$ cat src/rtl/alu_shift_issue_pkg.sv
// Shared constants for the shift-ALU issue stage: data width, opcode encodings
// and the legal-opcode test.
package alu_pkg;

    localparam int unsigned DATA_W = 16;
    localparam int unsigned OPC_W  = 4;

    localparam logic [OPC_W-1:0] OP_NOP = 4'h0;
    localparam logic [OPC_W-1:0] OP_SLL = 4'h6;
    localparam logic [OPC_W-1:0] OP_SAR = 4'h7;
    localparam logic [OPC_W-1:0] OP_ROL = 4'h8;
    localparam logic [OPC_W-1:0] OP_ROR = 4'h9;

    function automatic logic is_legal_shift_op(input logic [OPC_W-1:0] op);
        return (op == OP_SLL) || (op == OP_SAR) || (op == OP_ROL) || (op == OP_ROR);
    endfunction

endpackage

$ cat src/rtl/alu_shift_issue_if.sv
// Request/response bundle between the issuer and the shift-ALU issue stage.
interface alu_shift_issue_if
    import alu_pkg::*;
#(
    parameter int unsigned TAG_W = 4
);
    logic              in_valid;
    logic              in_ready;
    logic [DATA_W-1:0] in_a;
    logic [DATA_W-1:0] in_b;
    logic [OPC_W-1:0]  in_opcode;
    logic [TAG_W-1:0]  in_tag;
    logic              out_valid;
    logic              out_ready;
    logic [DATA_W-1:0] out_result;
    logic [TAG_W-1:0]  out_tag;
    logic              out_err;

    modport master (
        output in_valid, in_a, in_b, in_opcode, in_tag, out_ready,
        input  in_ready, out_valid, out_result, out_tag, out_err
    );

    modport slave (
        input  in_valid, in_a, in_b, in_opcode, in_tag, out_ready,
        output in_ready, out_valid, out_result, out_tag, out_err
    );
endinterface

$ cat src/rtl/alu_shift_issue_amt_norm.sv
// Combinational shift-amount normaliser: clamps SLL/SAR amounts at the data
// width, reduces rotate amounts mod 16, and squashes illegal opcodes to NOP.
module alu_shift_amt_norm
    import alu_pkg::*;
(
    input  logic [OPC_W-1:0]  opcode,
    input  logic [DATA_W-1:0] raw_b,
    output logic [DATA_W-1:0] norm_b_c,
    output logic [OPC_W-1:0]  norm_op_c,
    output logic              err_c
);
    localparam logic [DATA_W-1:0] SHIFT_MAX = DATA_W'(DATA_W);

    always_comb begin
        norm_b_c  = '0;
        norm_op_c = OP_NOP;
        err_c     = !is_legal_shift_op(opcode);
        case (opcode)
            OP_SLL, OP_SAR: begin
                norm_op_c = opcode;
                norm_b_c  = (raw_b >= SHIFT_MAX) ? SHIFT_MAX : raw_b;
            end
            OP_ROL, OP_ROR: begin
                norm_op_c = opcode;
                norm_b_c  = {12'b0, raw_b[3:0]};
            end
            default: begin
                norm_op_c = OP_NOP;
                norm_b_c  = '0;
            end
        endcase
    end
endmodule

$ cat src/rtl/alu_shift_issue.sv
// Two-stage issue/retire wrapper around an external combinational shift ALU:
// S1 drives the ALU operands, S2 captures the result for the downstream consumer.
module alu_shift_issue
    import alu_pkg::*;
#(
    parameter int unsigned TAG_W = 4,
    parameter int unsigned CNT_W = 16
) (
    input  logic              clk,
    input  logic              rst,
    alu_shift_issue_if.slave  bus,
    output logic [DATA_W-1:0] alu_a,
    output logic [DATA_W-1:0] alu_b,
    output logic [OPC_W-1:0]  alu_opcode,
    input  logic [DATA_W-1:0] alu_result,
    output logic              busy,
    output logic [CNT_W-1:0]  retired
);
    logic              s1_valid;
    logic              s1_err;
    logic [TAG_W-1:0]  s1_tag;
    logic              s2_valid;
    logic              s2_err;
    logic [TAG_W-1:0]  s2_tag;
    logic [DATA_W-1:0] s2_result;

    logic              s1_adv;
    logic              s2_adv;
    logic [DATA_W-1:0] norm_b;
    logic [OPC_W-1:0]  norm_op;
    logic              norm_err;

    alu_shift_amt_norm u_norm (
        .opcode    (bus.in_opcode),
        .raw_b     (bus.in_b),
        .norm_b_c  (norm_b),
        .norm_op_c (norm_op),
        .err_c     (norm_err)
    );

    // Backpressure ripples from the output register back to the request port.
    assign s2_adv       = !s2_valid || bus.out_ready;
    assign s1_adv       = !s1_valid || s2_adv;
    assign bus.in_ready = s1_adv && !rst;

    // S1: issue register feeding the ALU.
    always_ff @(posedge clk) begin
        if (rst) begin
            s1_valid   <= 1'b0;
            s1_err     <= 1'b0;
            s1_tag     <= '0;
            alu_a      <= '0;
            alu_b      <= '0;
            alu_opcode <= OP_NOP;
        end else if (s1_adv) begin
            s1_valid <= bus.in_valid;
            if (bus.in_valid) begin
                s1_err     <= norm_err;
                s1_tag     <= bus.in_tag;
                alu_a      <= bus.in_a;
                alu_b      <= norm_b;
                alu_opcode <= norm_op;
            end
        end
    end

    // S2: result register; the ALU output reflects the current S1 contents.
    always_ff @(posedge clk) begin
        if (rst) begin
            s2_valid  <= 1'b0;
            s2_err    <= 1'b0;
            s2_tag    <= '0;
            s2_result <= '0;
        end else if (s2_adv) begin
            s2_valid <= s1_valid;
            if (s1_valid) begin
                s2_err    <= s1_err;
                s2_tag    <= s1_tag;
                s2_result <= s1_err ? '0 : alu_result;
            end
        end
    end

    always_ff @(posedge clk) begin
        if (rst) begin
            retired <= '0;
        end else if (s2_valid && bus.out_ready) begin
            retired <= retired + CNT_W'(1);
        end
    end

    assign bus.out_valid  = s2_valid;
    assign bus.out_result = s2_result;
    assign bus.out_tag    = s2_tag;
    assign bus.out_err    = s2_err;
    assign busy           = s1_valid || s2_valid;
endmodule

$ cat src/flat_wrapper.sv
// flat-port wrapper written by rule: the top's interface ports become plain ports
module alu_shift_issue_flat import alu_pkg::*;
#(
    parameter int unsigned TAG_W = 4,
    parameter int unsigned CNT_W = 16
)
  (clk, rst, alu_a, alu_b, alu_opcode, alu_result, busy, retired, bus_in_valid, bus_in_a, bus_in_b, bus_in_opcode, bus_in_tag, bus_out_ready, bus_in_ready, bus_out_valid, bus_out_result, bus_out_tag, bus_out_err);
  alu_shift_issue_if #(.TAG_W(TAG_W)) bus_i ();
  input  logic clk;
  input  logic rst;
  output logic [DATA_W-1:0] alu_a;
  output logic [DATA_W-1:0] alu_b;
  output logic [OPC_W-1:0] alu_opcode;
  input  logic [DATA_W-1:0] alu_result;
  output logic busy;
  output logic [CNT_W-1:0] retired;
  input wire logic [$bits(bus_i.in_valid)-1:0] bus_in_valid;
  input wire logic [$bits(bus_i.in_a)-1:0] bus_in_a;
  input wire logic [$bits(bus_i.in_b)-1:0] bus_in_b;
  input wire logic [$bits(bus_i.in_opcode)-1:0] bus_in_opcode;
  input wire logic [$bits(bus_i.in_tag)-1:0] bus_in_tag;
  input wire logic [$bits(bus_i.out_ready)-1:0] bus_out_ready;
  output wire logic [$bits(bus_i.in_ready)-1:0] bus_in_ready;
  output wire logic [$bits(bus_i.out_valid)-1:0] bus_out_valid;
  output wire logic [$bits(bus_i.out_result)-1:0] bus_out_result;
  output wire logic [$bits(bus_i.out_tag)-1:0] bus_out_tag;
  output wire logic [$bits(bus_i.out_err)-1:0] bus_out_err;
  assign bus_i.in_valid = bus_in_valid;
  assign bus_i.in_a = bus_in_a;
  assign bus_i.in_b = bus_in_b;
  assign bus_i.in_opcode = bus_in_opcode;
  assign bus_i.in_tag = bus_in_tag;
  assign bus_i.out_ready = bus_out_ready;
  assign bus_in_ready = bus_i.in_ready;
  assign bus_out_valid = bus_i.out_valid;
  assign bus_out_result = bus_i.out_result;
  assign bus_out_tag = bus_i.out_tag;
  assign bus_out_err = bus_i.out_err;
  alu_shift_issue #(.TAG_W(TAG_W), .CNT_W(CNT_W)) u_core (.clk(clk), .rst(rst), .bus(bus_i), .alu_a(alu_a), .alu_b(alu_b), .alu_opcode(alu_opcode), .alu_result(alu_result), .busy(busy), .retired(retired));
endmodule
$ cat config.mk
export PLATFORM = sky130hd
export DESIGN_NAME = alu_shift_issue_flat
export DESIGN_NICKNAME = d
export VERILOG_FILES = /design/src/rtl/alu_shift_issue_pkg.sv /design/src/rtl/alu_shift_issue_if.sv /design/src/rtl/alu_shift_issue_amt_norm.sv /design/src/rtl/alu_shift_issue.sv /design/src/flat_wrapper.sv
export SDC_FILE = /design/constraint.sdc
export NUM_CORES = 1
export LEC_CHECK = 0
export ABC_AREA = 0
export CORE_AREA = 2 2 88 90
export CTS_BUF_LIST = sky130_fd_sc_hd__clkbuf_4
export CTS_CLUSTER_SIZE = 14
export DETAILED_ROUTE_END_ITERATION = 16
export DIE_AREA = 0 0 90 92
export GPL_TIMING_DRIVEN = 1
export PLACE_DENSITY = 0.78
export SETUP_SLACK_MARGIN = 0.4
export SYNTH_ARGS = -nofsm -noshare
export SYNTH_HDL_FRONTEND = slang
export SYNTH_SLANG_ARGS = --single-unit
$ cat constraint.sdc
create_clock -name clk -period 1.8 [get_ports clk]
set_input_delay 0.27 -clock clk [delete_from_list [all_inputs] [get_ports clk]]
set_output_delay 0.27 -clock clk [all_outputs]
set_load 0.01 [all_outputs]
Word-level counts from Yosys, hierarchy flattened --
Index checks and enable logic that the tools add are counted.
Storage, ports and cells: bits in registers 80, output and inout bits 76
Cells by class: reduce and logical (&&, ||, !) cells 17, equal/unequal tests 4, order comparisons 1, mux-type cells 4, $add $sub $neg 1
Operator list (number):
- two-way mux 16 bit | 2
- case mux 16 bit (2 select lines) | 1
- adder 16 x 1 -> 16 bit (second input constant) | 1
- >= comparator 16 x 5 -> 1 bit (second input constant) | 1
- == test 4 x 3 -> 1 bit (second input constant) | 2
- == test 4 bit (second input constant) | 2
- logical OR 1 bit | 6
- logical NOT 1 bit | 4
- two-way mux 4 bit | 1
- AND reduction 2 bit | 2
- OR reduction 2 bit | 2
- OR reduction 4 bit | 1
- logical AND 1 bit | 2

Depth between registers and ports, before layout --
Gate-level depths: netlist of run 1.
depth in word-level cells 5, mapped depth 6, depth with buffers taken out 5

Modules after synthesis --
A second synthesis of run 1 with hierarchy kept.
Unflattened totals: cell total of the unflattened synthesis 394, area, all modules 3258.1 µm²
Modules (own cells, without submodules):
- alu_shift_issue | times used 1, area each 3005.4 µm², cells an instance 366
- alu_shift_amt_norm | times used 1, area each 252.7 µm², cells an instance 28

Least setup slack after synthesis of run 1 --
Ideal clock, no wire load.
path type input to output, from input port rst, to output port bus_in_ready, stages on the path 4, data required time 1530 ps, arrival 1110 ps, path buffers 3, path slack 420 ps, path through buf_2 > clkbuf_1 > buf_1 > nor2_1
Between the ends: word-level cells in the longest chain between the ends 2
Ends and longest elaborated chain:
- from (decl) | line flat_wrapper.sv:10 | input logic rst;
- logical NOT 1 bit | line alu_shift_issue.sv:44 | assign bus.in_ready = s1_adv && !rst;
- logical AND 1 bit | line alu_shift_issue.sv:44
- to (decl) | line flat_wrapper.sv:23 | output wire logic [$bits(bus_i.in_ready)-1:0] bus_in_ready;
No other way between the ends.

Worst setup path after layout of run 1 --
from register u_core.s2_valid (netlist: u_core.bus.out_valid), to output port bus_in_ready
Between the ends: word-level cells in the longest chain between the ends 4
Ends and longest elaborated chain:
- from (decl) | line alu_shift_issue.sv:22 | logic s2_valid;
- from (signal assigned) | line alu_shift_issue.sv:75 | s2_valid <= s1_valid;
- logical NOT 1 bit | line alu_shift_issue.sv:42 | assign s2_adv = !s2_valid || bus.out_ready;
- logical OR 1 bit | line alu_shift_issue.sv:42
- logical OR 1 bit | line alu_shift_issue.sv:43 | assign s1_adv = !s1_valid || s2_adv;
- logical AND 1 bit | line alu_shift_issue.sv:44
No other way between the ends.

==> summary.txt, run 1 <==
Run status
  – Outcome: finished clean

Floorplanning
  – Die W: 90 um
  – Area of the die: 8280 sq um
  – Initial Utilization: approximately two fifths
  – Die span in y: 92 um
  – Row cnt: 32
  – Top-Level Pins: 136
  – Core area: 7447 sq um

GRT
  – All-layer global routing usage: 19.26%
  – First-pass GRT wire length: 12.99 mm
  – Vias in the first global route: 2,728
  – GRT met3 Usage: 5.505%
  – Grt met2 use: between 30% and 40%
  – GR peak layer: met2
  – GR Util met1: about 25%
  – Largest net degree at the start of global routing: 72
  – Grt ovf: 0
  – Initial antenna violation count: 0

Worst setup path
  – Critical Path RT: 1530 ps
  – CP max FO: 4
  – Max incr delay on CP: 370 ps
  – Critical path's slowest cell: dfxtp_4
  – Worst path bufs/invs: 1
  – WP depth: 3
  – Kind of critical path: flop to output pin
  – Worst setup EP type: output pin
  – R2R depth: 5
  – Worst-path cell chain: and3b_1 -> nor2_1 -> clkbuf_2
  – Family with the most delay on the worst path: flip-flops
  – CP arrival: 1170 ps
  – Startpoint types: flop

Logic synthesis
  – Sequential-to-total area share from yosys stat: 52.57%
  – Synth Cell Area: 3047 sq um
  – Top-area cell type share of the netlist area: 52.57%
  – Cell taking the most area after synthesis: dfxtp_1
  – Share of flip-flops with an asynchronous set or reset: 0%
  – Synth warn: 0
  – Mapped Cells: 354
  – Syn Area/Cell: 8.606 sq um
  – Post-synthesis register bit count: 80
  – Most used DFF post-synth: dfxtp_1
  – Syn_nets: 415
  – Number of synthesized flops with an enable pin: 0
  – Post-synth cell types: 37
  – Largest cells by area after synthesis: dfxtp_1 (53%), nand2_1 (10%), a21oi_1 (8.5%), nand3b_1 (4.2%), and2_1 (2.5%)

Placed design
  – Dpl cell area: ~4500 sq um
  – Post-DP HPWL: around 5.6 mm
  – Routability cong.: 0.7369
  – I/O Buffers: 135

Finish
  – Area of the multi-input gates: between 1000 and 1500 sq um
  – Most common cell after layout, fill and taps aside: nand2_1
  – Post-route cell area: between 4000 and 5000 sq um
  – Share of cells above drive strength 1: 13.55%
  – Synth-to-layout area growth: 59.88%
  – FF/Latch Area: 1635 sq um
  – Antenna fix cells: 0
  – FILL cells: 670
  – Nets: 558
  – Commonest non-fill, non-tap cells in the layout: nand2_1 (82), dlygate4sd2_1 (73), dfxtp_1 (65)
  – Finished Core Util: 65.41%

Timing
  – Clock skew: 10.35 ps
  – Highest Clock Rate: 695.7 MHz
  – Slew @ Worst Pin: 479.7 ps
  – Tmin final: between 1000 and 1500 ps
  – RSZ-0062 raised after global routing: yes
  – Period utilization: between 70% and 80%
  – Final Setup Violations: 0
  – Final hold viol count: 0
  – Slew headroom: approximately two thirds
  – Final slew viol count: 0

Min path
  – Hold Crit Depth: 3
  – Min-delay worst type: primary input to flop

Power
  – Power share of the sequential group: 52.8%
  – Clock Power Share: 33.6%
  – P_leak: roughly 2.1 nW
  – Sw Ratio: 23.74%
  – Total chip power: approximately 3.5 mW
  – Max IR drop VDD: 374.7 uV
  – NetSw: roughly 830 uW
  – Int Pwr: ~2.7 mW
  – Combinational Power Share: 13.6%
  – Power Density: 718.0 nW/um^2

Drt
  – Drt first pass iters: 4
  – Drt total wl: 8.375 mm
  – Avg WL per Cell: 13.87 um
  – Vias/cell: 4.988
  – Vias: 3,013
  – # DRC: 0
  – Antenna-violating nets left: 0
  – 1st-iter DRT viols: 129

CTS
  – Clock Path Buffers: 2
  – CTS HTree Levels: 3
  – Worst-path clk slew: around 120 ps
  – CTS tree: done
  – Hold Buf Count CTS: 0
  – Clock Tree Root: clkbuf_4
  – CTS buffer count: 9
  – Clock latency on the worst-skew pair: 410 ps
  – Clock Sinks: 80

Flow run
  – Max Cap Viol: 0
## registers in the layout (all words and copies together), names as in the netlist
signal                 flops
u_core.s1_tag              4
u_core.bus.out_valid       1
u_core.s1_valid            1
u_core.alu_opcode          4
u_core.bus.out_tag         4
u_core.alu_b              16
u_core.alu_a              16
u_core.retired            16
u_core.bus.out_result     16
u_core.s1_err              1
u_core.bus.out_err         1
## synth_stat cells (3+ instances only)
master,instances
a21oi_1,52
nand2_1,83
nor2_1,18
nand3b_1,17
nor4_2,3
and2_1,12
dfxtp_1,80
clkbuf_1,9
xnor2_1,5
nand3_1,14
and4_1,3
a31oi_1,4
buf_2,9
nand4_1,3
and3_1,4
nor4_1,3
xor2_1,6
inv_1,5
## power by group through the flow
stage | combinational, mW | clock (mW) | sequential (mW)
floorplan | 0.147 | 0 | 1.92
global placement | 0.440 | 0 | 1.90
detailed placement | 0.447 | 0 | 1.90
CTS | 0.425 | 1.20 | 1.85
global route | 0.510 | 1.28 | 1.86
finish | 0.474 | 1.17 | 1.85
## worst paths after layout
path / from / end / slack (ps)
min reg2reg: u_core.bus.out_result[0]$_SDFFE_PP0P_ / u_core.bus.out_result[0]$_SDFFE_PP0P_ / 460
max: u_core.bus.out_valid$_SDFFE_PP0P_ / bus_in_ready / 360
min: rst / u_core.alu_b[4]$_SDFFE_PP0P_ / 350
max reg2reg: u_core.bus.out_valid$_SDFFE_PP0P_ / u_core.s1_err$_SDFFE_PP0P_ / 380
## layout make-up
class                           instances  area share (%)
Inverter                                5          0.3853
Sequential cell                        80           33.57
Clock inverter                          6           1.695
Timing Repair Buffer                  153           31.60
Tap cell                              102           2.620
Clock buffer                           10           1.541
Multi-Input combinational cell        248           28.59
## through the flow
| step | setup WS (ps) | setup TNS, ps | cells | hold WS [ps] |
|---|---|---|---|---|
| 5_1_grt | 297.6 | 0 | 604 | 356.3 |
| 6_report | 362.7 | 0 | 604 | 354.2 |
| 3_3_place_gp | -13.90 | -13.90 | 579 | 436.2 |
| 3_5_place_dp | -31.38 | -31.38 | 579 | 444.3 |
| 2_1_floorplan | 420.0 | 0 | 354 | 406.0 |
| 4_1_cts | 195.5 | 0 | 597 | 337.8 |
## logic make-up after synthesis
family | Yosys count | share of synthesized area, %
xor gates and xnor gates | 11 | 3.162
DFF | 80 | 52.57
and+or+nand+nor | 173 | 28.95
adders and majority gates | 1 | 0.4106
AOI/OAI and AO/OA | 63 | 11.09
buffers and inverters | 26 | 3.819
## what timing repair did
| action | CTS | global route |
|---|---|---|
| setup buffers | 2 | 3 |
| cloned | 0 | 4 |
| pin swaps | 0 | 6 |
| setup endpoints to repair | 114 | 57 |
| resized for setup | 101 | 23 |
## worst register-to-register path, delay by kind of cell (launching register included)
kind                   cells  cell delay [ps]
AOI/OAI and AO/OA          1              120
buffers and inverters      1              160
DFF                        1              370
and+or+nand+nor            3              710
## routing by layer
| layer | vias to the layer above | wire length (um) |
|---|---|---|
| li1 | 1483 | - |
| met1 | 1418 | 3599 |
| met2 | 102 | 4150 |
| met3 | 10 | 524 |
| met4 | 0 | 102 |
| met5 | - | 0 |
Note: power is estimated with default switching activity, not from simulation.
==> run 2: changes to the inputs <==
--- a/config.mk
+++ b/config.mk
@@ -6,13 +6,13 @@
 export NUM_CORES = 1
 export LEC_CHECK = 0
 export ABC_AREA = 0
-export CORE_AREA = 2 2 88 90
+export CORE_AREA = 2 2 92 94
 export CTS_BUF_LIST = sky130_fd_sc_hd__clkbuf_4
 export CTS_CLUSTER_SIZE = 14
 export DETAILED_ROUTE_END_ITERATION = 16
-export DIE_AREA = 0 0 90 92
+export DIE_AREA = 0 0 94 96
 export GPL_TIMING_DRIVEN = 1
-export PLACE_DENSITY = 0.78
+export PLACE_DENSITY = 0.75
 export SETUP_SLACK_MARGIN = 0.4
 export SYNTH_ARGS = -nofsm -noshare
 export SYNTH_HDL_FRONTEND = slang
==> constraint.sdc (replaced) <==
create_clock -name clk -period 1.3 [get_ports clk]
set_input_delay 0.195 -clock clk [delete_from_list [all_inputs] [get_ports clk]]
set_output_delay 0.195 -clock clk [all_outputs]
set_load 0.01 [all_outputs]
==> run 2 against run 1 <==
  * The run now ends with setup timing left
  * Worst hold slack got worse by 120 ps
  * Sequential share of layout area is 3.6 points lower
  * Routed wire length grew 24%
==> summary.txt, run 2 (synthesis gave the netlist of run 1 again) <==
Finish
  – Finished Core Util: 71.64%
  – FILL cells: between 600 and 700
  – Antenna fix cells: 0
  – Most common cell after layout, fill and taps aside: buf_6
  – Synth-to-layout area growth: 89.32%
  – Share of cells above drive strength 1: 55.35%
  – Post-route cell area: 5768 sq um
  – Commonest non-fill, non-tap cells in the layout: buf_6 (87), nand2_1 (64), dfxtp_2 (62)
  – Nets: 598

Drt
  – # DRC: 0
  – Drt first pass iters: 4
  – Avg WL per Cell: around 16 um
  – Drt total wl: 10.37 mm
  – 1st-iter DRT viols: about 120
  – Vias: approximately 3.2k
  – Vias/cell: approximately 5.0
  – Antenna-violating nets left: 0

Worst setup path
  – Kind of critical path: flop to flop
  – Worst setup EP type: flop
  – CP max FO: 6
  – FF-to-FF End: u_core.alu_b[0]$_SDFFE_PP0P_
  – Register-to-register setup slack: -100 ps
  – Reg2reg start: u_core.bus.out_valid$_SDFFE_PP0P_
  – CP arrival: approximately 1700 ps
  – Startpoint types: flop
  – Critical Path RT: 1630 ps
  – R2R depth: 7

Min path
  – Worst hold endpoint: u_core.retired[15]$_SDFFE_PP0P_
  – Min-delay worst type: primary input to flop
  – Hold Startpoint: rst
  – Hold Crit Depth: 3

Timing
  – Tmin final: 1402 ps
  – Clock skew: 24.74 ps
  – Final slew viol count: 0
  – Final Setup Violations: 47
  – Period utilization: 107.9%
  – Highest Clock Rate: between 700 and 800 MHz
  – Slew @ Worst Pin: 549.7 ps
  – Final hold viol count: 0
  – RSZ-0062 raised after global routing: yes
  – Slew headroom: 63.30%
  – Final WS setup: -102.1 ps
  – Hold_ws: 231.9 ps

CTS
  – CTS tree: done
  – CTS buffer count: 9
  – Hold Buf Count CTS: 0
  – Clock Path Buffers: 2
  – Clock latency on the worst-skew pair: 430 ps
  – Worst-path clk slew: roughly 120 ps
  – Clock Tree Root: clkbuf_4
  – CTS HTree Levels: 3
  – Clock Sinks: 80

GRT
  – First-pass GRT wire length: 15.13 mm
  – All-layer global routing usage: 21.38%
  – Initial antenna violation count: 0
  – Grt ovf: 0
  – Vias in the first global route: 3,048
  – Largest net degree at the start of global routing: 35

Placed design
  – I/O Buffers: 135
  – Post-DP HPWL: just over 6 mm
  – Routability cong.: 0.7735
  – Dpl cell area: 4743 sq um

Run status
  – Outcome: finished, violations left
  – Violated checks: setup timing

Power
  – P_leak: approximately 2.4 nW
  – Power Density: 908.7 nW/um^2
  – Max IR drop VDD: around 520 uV

Floorplanning
  – Core area: 8051 sq um
  – Initial Utilization: 37.84%
  – Top-Level Pins: 136
  – Area of the die: 9024 sq um
  – Die span in y: 96 um
  – Die W: 94 um
  – Row cnt: 33

Flow run
  – Max Cap Viol: 0
[run 2: critical path, cell delays in order, from the launching register on]
cell	delay, ps
dfxtp_4	370
and3b_2	240
buf_6	120
nor2_4	90
buf_12	140
buf_6	100
nand3_2	70
a31oi_1	200
[run 2: cell type report]
type / count / area [sq um] / area share [%]
Timing Repair Buffer: 190 / 1987 / 34.45
Sequential cell: 80 / 1728 / 29.96
Multi-Input combinational cell: 251 / 1720 / 29.83
Tap cell: 105 / 131.4 / 2.278
Clock inverter: 6 / 107.6 / 1.866
Clock buffer: 10 / 75.07 / 1.302
Inverter: 5 / 18.77 / 0.3254
[run 2: worst max-delay path by stage]
stage | start | to | slack (ps)
final | u_core.bus.out_valid$_SDFFE_PP0P_ | u_core.alu_b[0]$_SDFFE_PP0P_ | -100
after global routing | u_core.bus.out_valid$_SDFFE_PP0P_ | bus_in_ready | -170
after CTS | u_core.bus.out_valid$_SDFFE_PP0P_ | u_core.alu_b[0]$_SDFFE_PP0P_ | -120
after detailed placement | bus_out_ready | bus_in_ready | -440
after global placement | bus_out_ready | bus_in_ready | -430
after floorplan | u_core.retired[3]$_SDFFE_PP0P_ | u_core.retired[13]$_SDFFE_PP0P_ | -10
[run 2: power breakdown]
part / switching, mW / internal, mW
Combinational: 0.343 / 0.478
Clock: 0.855 / 0.989
Sequential: 0.0622 / 2.51
Total: 1.26 / 3.98
[run 2: layer usage]
layer / share of wire, % / GRT usage (%) / up-vias
li1: - / - / 1566
met1: 40 / 24.76 / 1516
met2: 50 / 38.33 / 120
met3: 7.4 / 5.795 / 21
met4: 1.9 / 7.005 / 0
met5: 0 / 0 / -
[run 2: metrics by stage]
| step | cells | setup TNS [ps] | power, mW | setup WS (ps) |
|---|---|---|---|---|
| final | 647 | -2067 | 5.241 | -102.1 |
| after global routing | 647 | -5215 | 5.486 | -171.8 |
| after CTS | 638 | -3265 | 5.157 | -121.5 |
| after detailed placement | 596 | -21920 | 3.270 | -435.1 |
| after global placement | 596 | -20120 | 3.257 | -429.3 |
| after floorplan | 354 | -9.733 | 2.873 | -9.733 |
[run 2: repair_timing]
item | 4_1_cts | 5_1_grt
hold endpoints to repair | 0 | 0
gates cloned | 3 | 2
pin swaps | 10 | 35
setup buffers | 23 | 7
gates resized for setup | 457 | 94
setup endpoints to repair | 155 | 155
==> run 3: changes to the inputs <==
--- a/config.mk
+++ b/config.mk
@@ -14,6 +14,7 @@
 export GPL_TIMING_DRIVEN = 1
 export PLACE_DENSITY = 0.75
 export SETUP_SLACK_MARGIN = 0.4
+export SKIP_LAST_GASP = 1
 export SYNTH_ARGS = -nofsm -noshare
 export SYNTH_HDL_FRONTEND = slang
 export SYNTH_SLANG_ARGS = --single-unit
==> run 3 against run 2 <==
  * Sequential power about the same
  * Core utilization decreased by 0.25 points
  * The run still ends with setup timing left
  * Critical endpoint unchanged
  * Non-clock buffer count unchanged
  * Clock skew increased by 0.90 ps
  * Largest power group unchanged
==> summary.txt, run 3 (synthesis gave the netlist of run 1 again) <==
Timing
  – Slew @ Worst Pin: 555.9 ps
  – Period utilization: 107.7%
  – Total negative setup slack: -2465 ps
  – Tmin final: 1401 ps
  – Slew headroom: about 63%
  – Final WS setup: -100.6 ps
  – Final hold viol count: 0
  – RSZ-0062 raised after global routing: yes
  – Final Setup Violations: between 40 and 50
  – Highest Clock Rate: about 710 MHz
  – Clock skew: 25.64 ps
  – Final slew viol count: 0

Finish
  – Commonest non-fill, non-tap cells in the layout: buf_6 (85), nand2_1 (64), dfxtp_2 (61)
  – Most common cell after layout, fill and taps aside: buf_6
  – Antenna fix cells: 0
  – Nets: around 600
  – Synth-to-layout area growth: 88.67%
  – Share of cells above drive strength 1: 54.24%
  – Layout Cells excl Fill: 647

Drt
  – Drt first pass iters: 4
  – Avg WL per Cell: 16.07 um
  – Wire length on met3: around 720 um
  – Highest metal used: met4
  – Vias: 3,217
  – Routed wire length on met2: 5.272 mm
  – Antenna-violating nets left: 0
  – Vias/cell: 4.972
  – # DRC: 0
  – Drt total wl: 10.40 mm
  – 1st-iter DRT viols: 106
  – Metal-1 WL: 4.241 mm

Worst setup path
  – Critical Path RT: 1640 ps
  – CP max FO: 6
  – Startpoint types: flop
  – FF-to-FF End: u_core.alu_b[0]$_SDFFE_PP0P_
  – CP arrival: 1740 ps
  – Register-to-register setup slack: -100 ps
  – R2R depth: 7
  – Reg2reg start: u_core.bus.out_valid$_SDFFE_PP0P_
  – Kind of critical path: flop to flop
  – Worst setup EP type: flop

CTS
  – Hold Buf Count CTS: 0
  – CTS tree: done
  – Clock latency on the worst-skew pair: between 400 and 500 ps
  – Clock Tree Root: clkbuf_4
  – Clock Sinks: 80
  – CTS HTree Levels: 3
  – Clock Path Buffers: 2
  – CTS buffer count: 9
  – Worst-path clk slew: 120 ps

Min path
  – Hold Crit Depth: 3
  – Min-delay worst type: primary input to flop
  – Worst hold endpoint: u_core.retired[15]$_SDFFE_PP0P_
  – Hold Startpoint: rst

GRT
  – Initial antenna violation count: 0
  – Grt ovf: 0
  – Vias in the first global route: about 3.0k
  – Largest net degree at the start of global routing: 35
  – First-pass GRT wire length: 15.08 mm
  – All-layer global routing usage: 21.33%

Power
  – Int Pwr: approximately 4 mW
  – Power Density: 910.5 nW/um^2
  – P_leak: 2.386 nW
  – NetSw: approximately 1.3 mW
  – Combinational Power Share: between 15 and 20%
  – Max IR drop VDD: between 500 and 600 uV
  – Clock Power Share: roughly a third
  – Sw Ratio: a little under a quarter
  – Power share of the sequential group: 49.2%

Placed design
  – I/O Buffers: 135
  – Post-placement cell count: 596
  – Dpl ws: -435.1 ps
  – Routability cong.: 0.7735
  – Post-DP HPWL: 6.218 mm

Floorplanning
  – Die span in y: about 96 um
  – Die W: 94 um
  – Area of the die: 9024 sq um
  – Row cnt: 33
  – Core area: 8051 sq um
  – Top-Level Pins: 136
  – Initial Utilization: 37.84%

Flow run
  – Max Cap Viol: 0

Run status
  – Violated checks: setup timing
  – Outcome: finished, violations left
[run 3: cell counts in the layout (fill, tap and decap cells not counted)]
No cell type changed its count.
[run 3: layout make-up]
cell class                      instances  area [sq um]
Multi-Input combinational cell        251          1705
Tap cell                              105         131.4
Inverter                                5         18.77
Sequential cell                        80          1730
Clock inverter                          6         107.6
Fill cell                             613          2303
Clock buffer                           10         75.07
Timing Repair Buffer                  190          1979
[run 3: worst max path at each step]
stage	start	end	cells after the start
after floorplan	u_core.retired[3]$_SDFFE_PP0P_	u_core.retired[13]$_SDFFE_PP0P_	4
after global placement	bus_out_ready	bus_in_ready	4
after detailed placement	bus_out_ready	bus_in_ready	4
after CTS	u_core.bus.out_valid$_SDFFE_PP0P_	u_core.alu_b[0]$_SDFFE_PP0P_	6
after global routing	u_core.bus.out_valid$_SDFFE_PP0P_	bus_in_ready	3
final	u_core.bus.out_valid$_SDFFE_PP0P_	u_core.alu_b[0]$_SDFFE_PP0P_	7
[run 3: timing repair]
item	4_1_cts	5_1_grt
endpoints found under the setup margin	155	155
cloned	3	2
buffers inserted	23	7
resized for setup	454	90
pin swaps	10	35
[run 3: stage by stage]
| stage | power (mW) | instance area [sq um] | utilization, % | hold WS, ps |
|---|---|---|---|---|
| floorplan | 2.873 | 3212 | - | 328.7 |
| global placement | 3.257 | 4743 | 58.91 | 441.3 |
| detailed placement | 3.270 | 4743 | 58.91 | 445.9 |
| CTS | 5.157 | 5358 | 66.54 | 199.5 |
| global route | 5.482 | 5748 | 71.39 | 207.4 |
| finish | 5.234 | 5748 | 71.39 | 231.2 |
[run 3: power groups by stage]
stage / clock (mW) / sequential (mW) / combinational (mW)
final: 1.84 / 2.57 / 0.821
after global placement: 0 / 2.61 / 0.642
after detailed placement: 0 / 2.62 / 0.652
after floorplan: 0 / 2.64 / 0.230
after CTS: 1.88 / 2.58 / 0.699
after global routing: 2.02 / 2.58 / 0.873
[run 3: routing by layer]
layer	vias to the layer above	GRT usage, %
li1	1567	-
met1	1531	25.00
met2	102	37.98
met3	17	5.873
met4	0	6.643
met5	-	0
[run 3: worst max-delay path: stages (launching register included)]
cell and delay, ps:
dfxtp_4 360, and3b_2 240, buf_6 120, nor2_4 90, buf_12 140, buf_6 100, nand3_2 70, a31oi_1 200
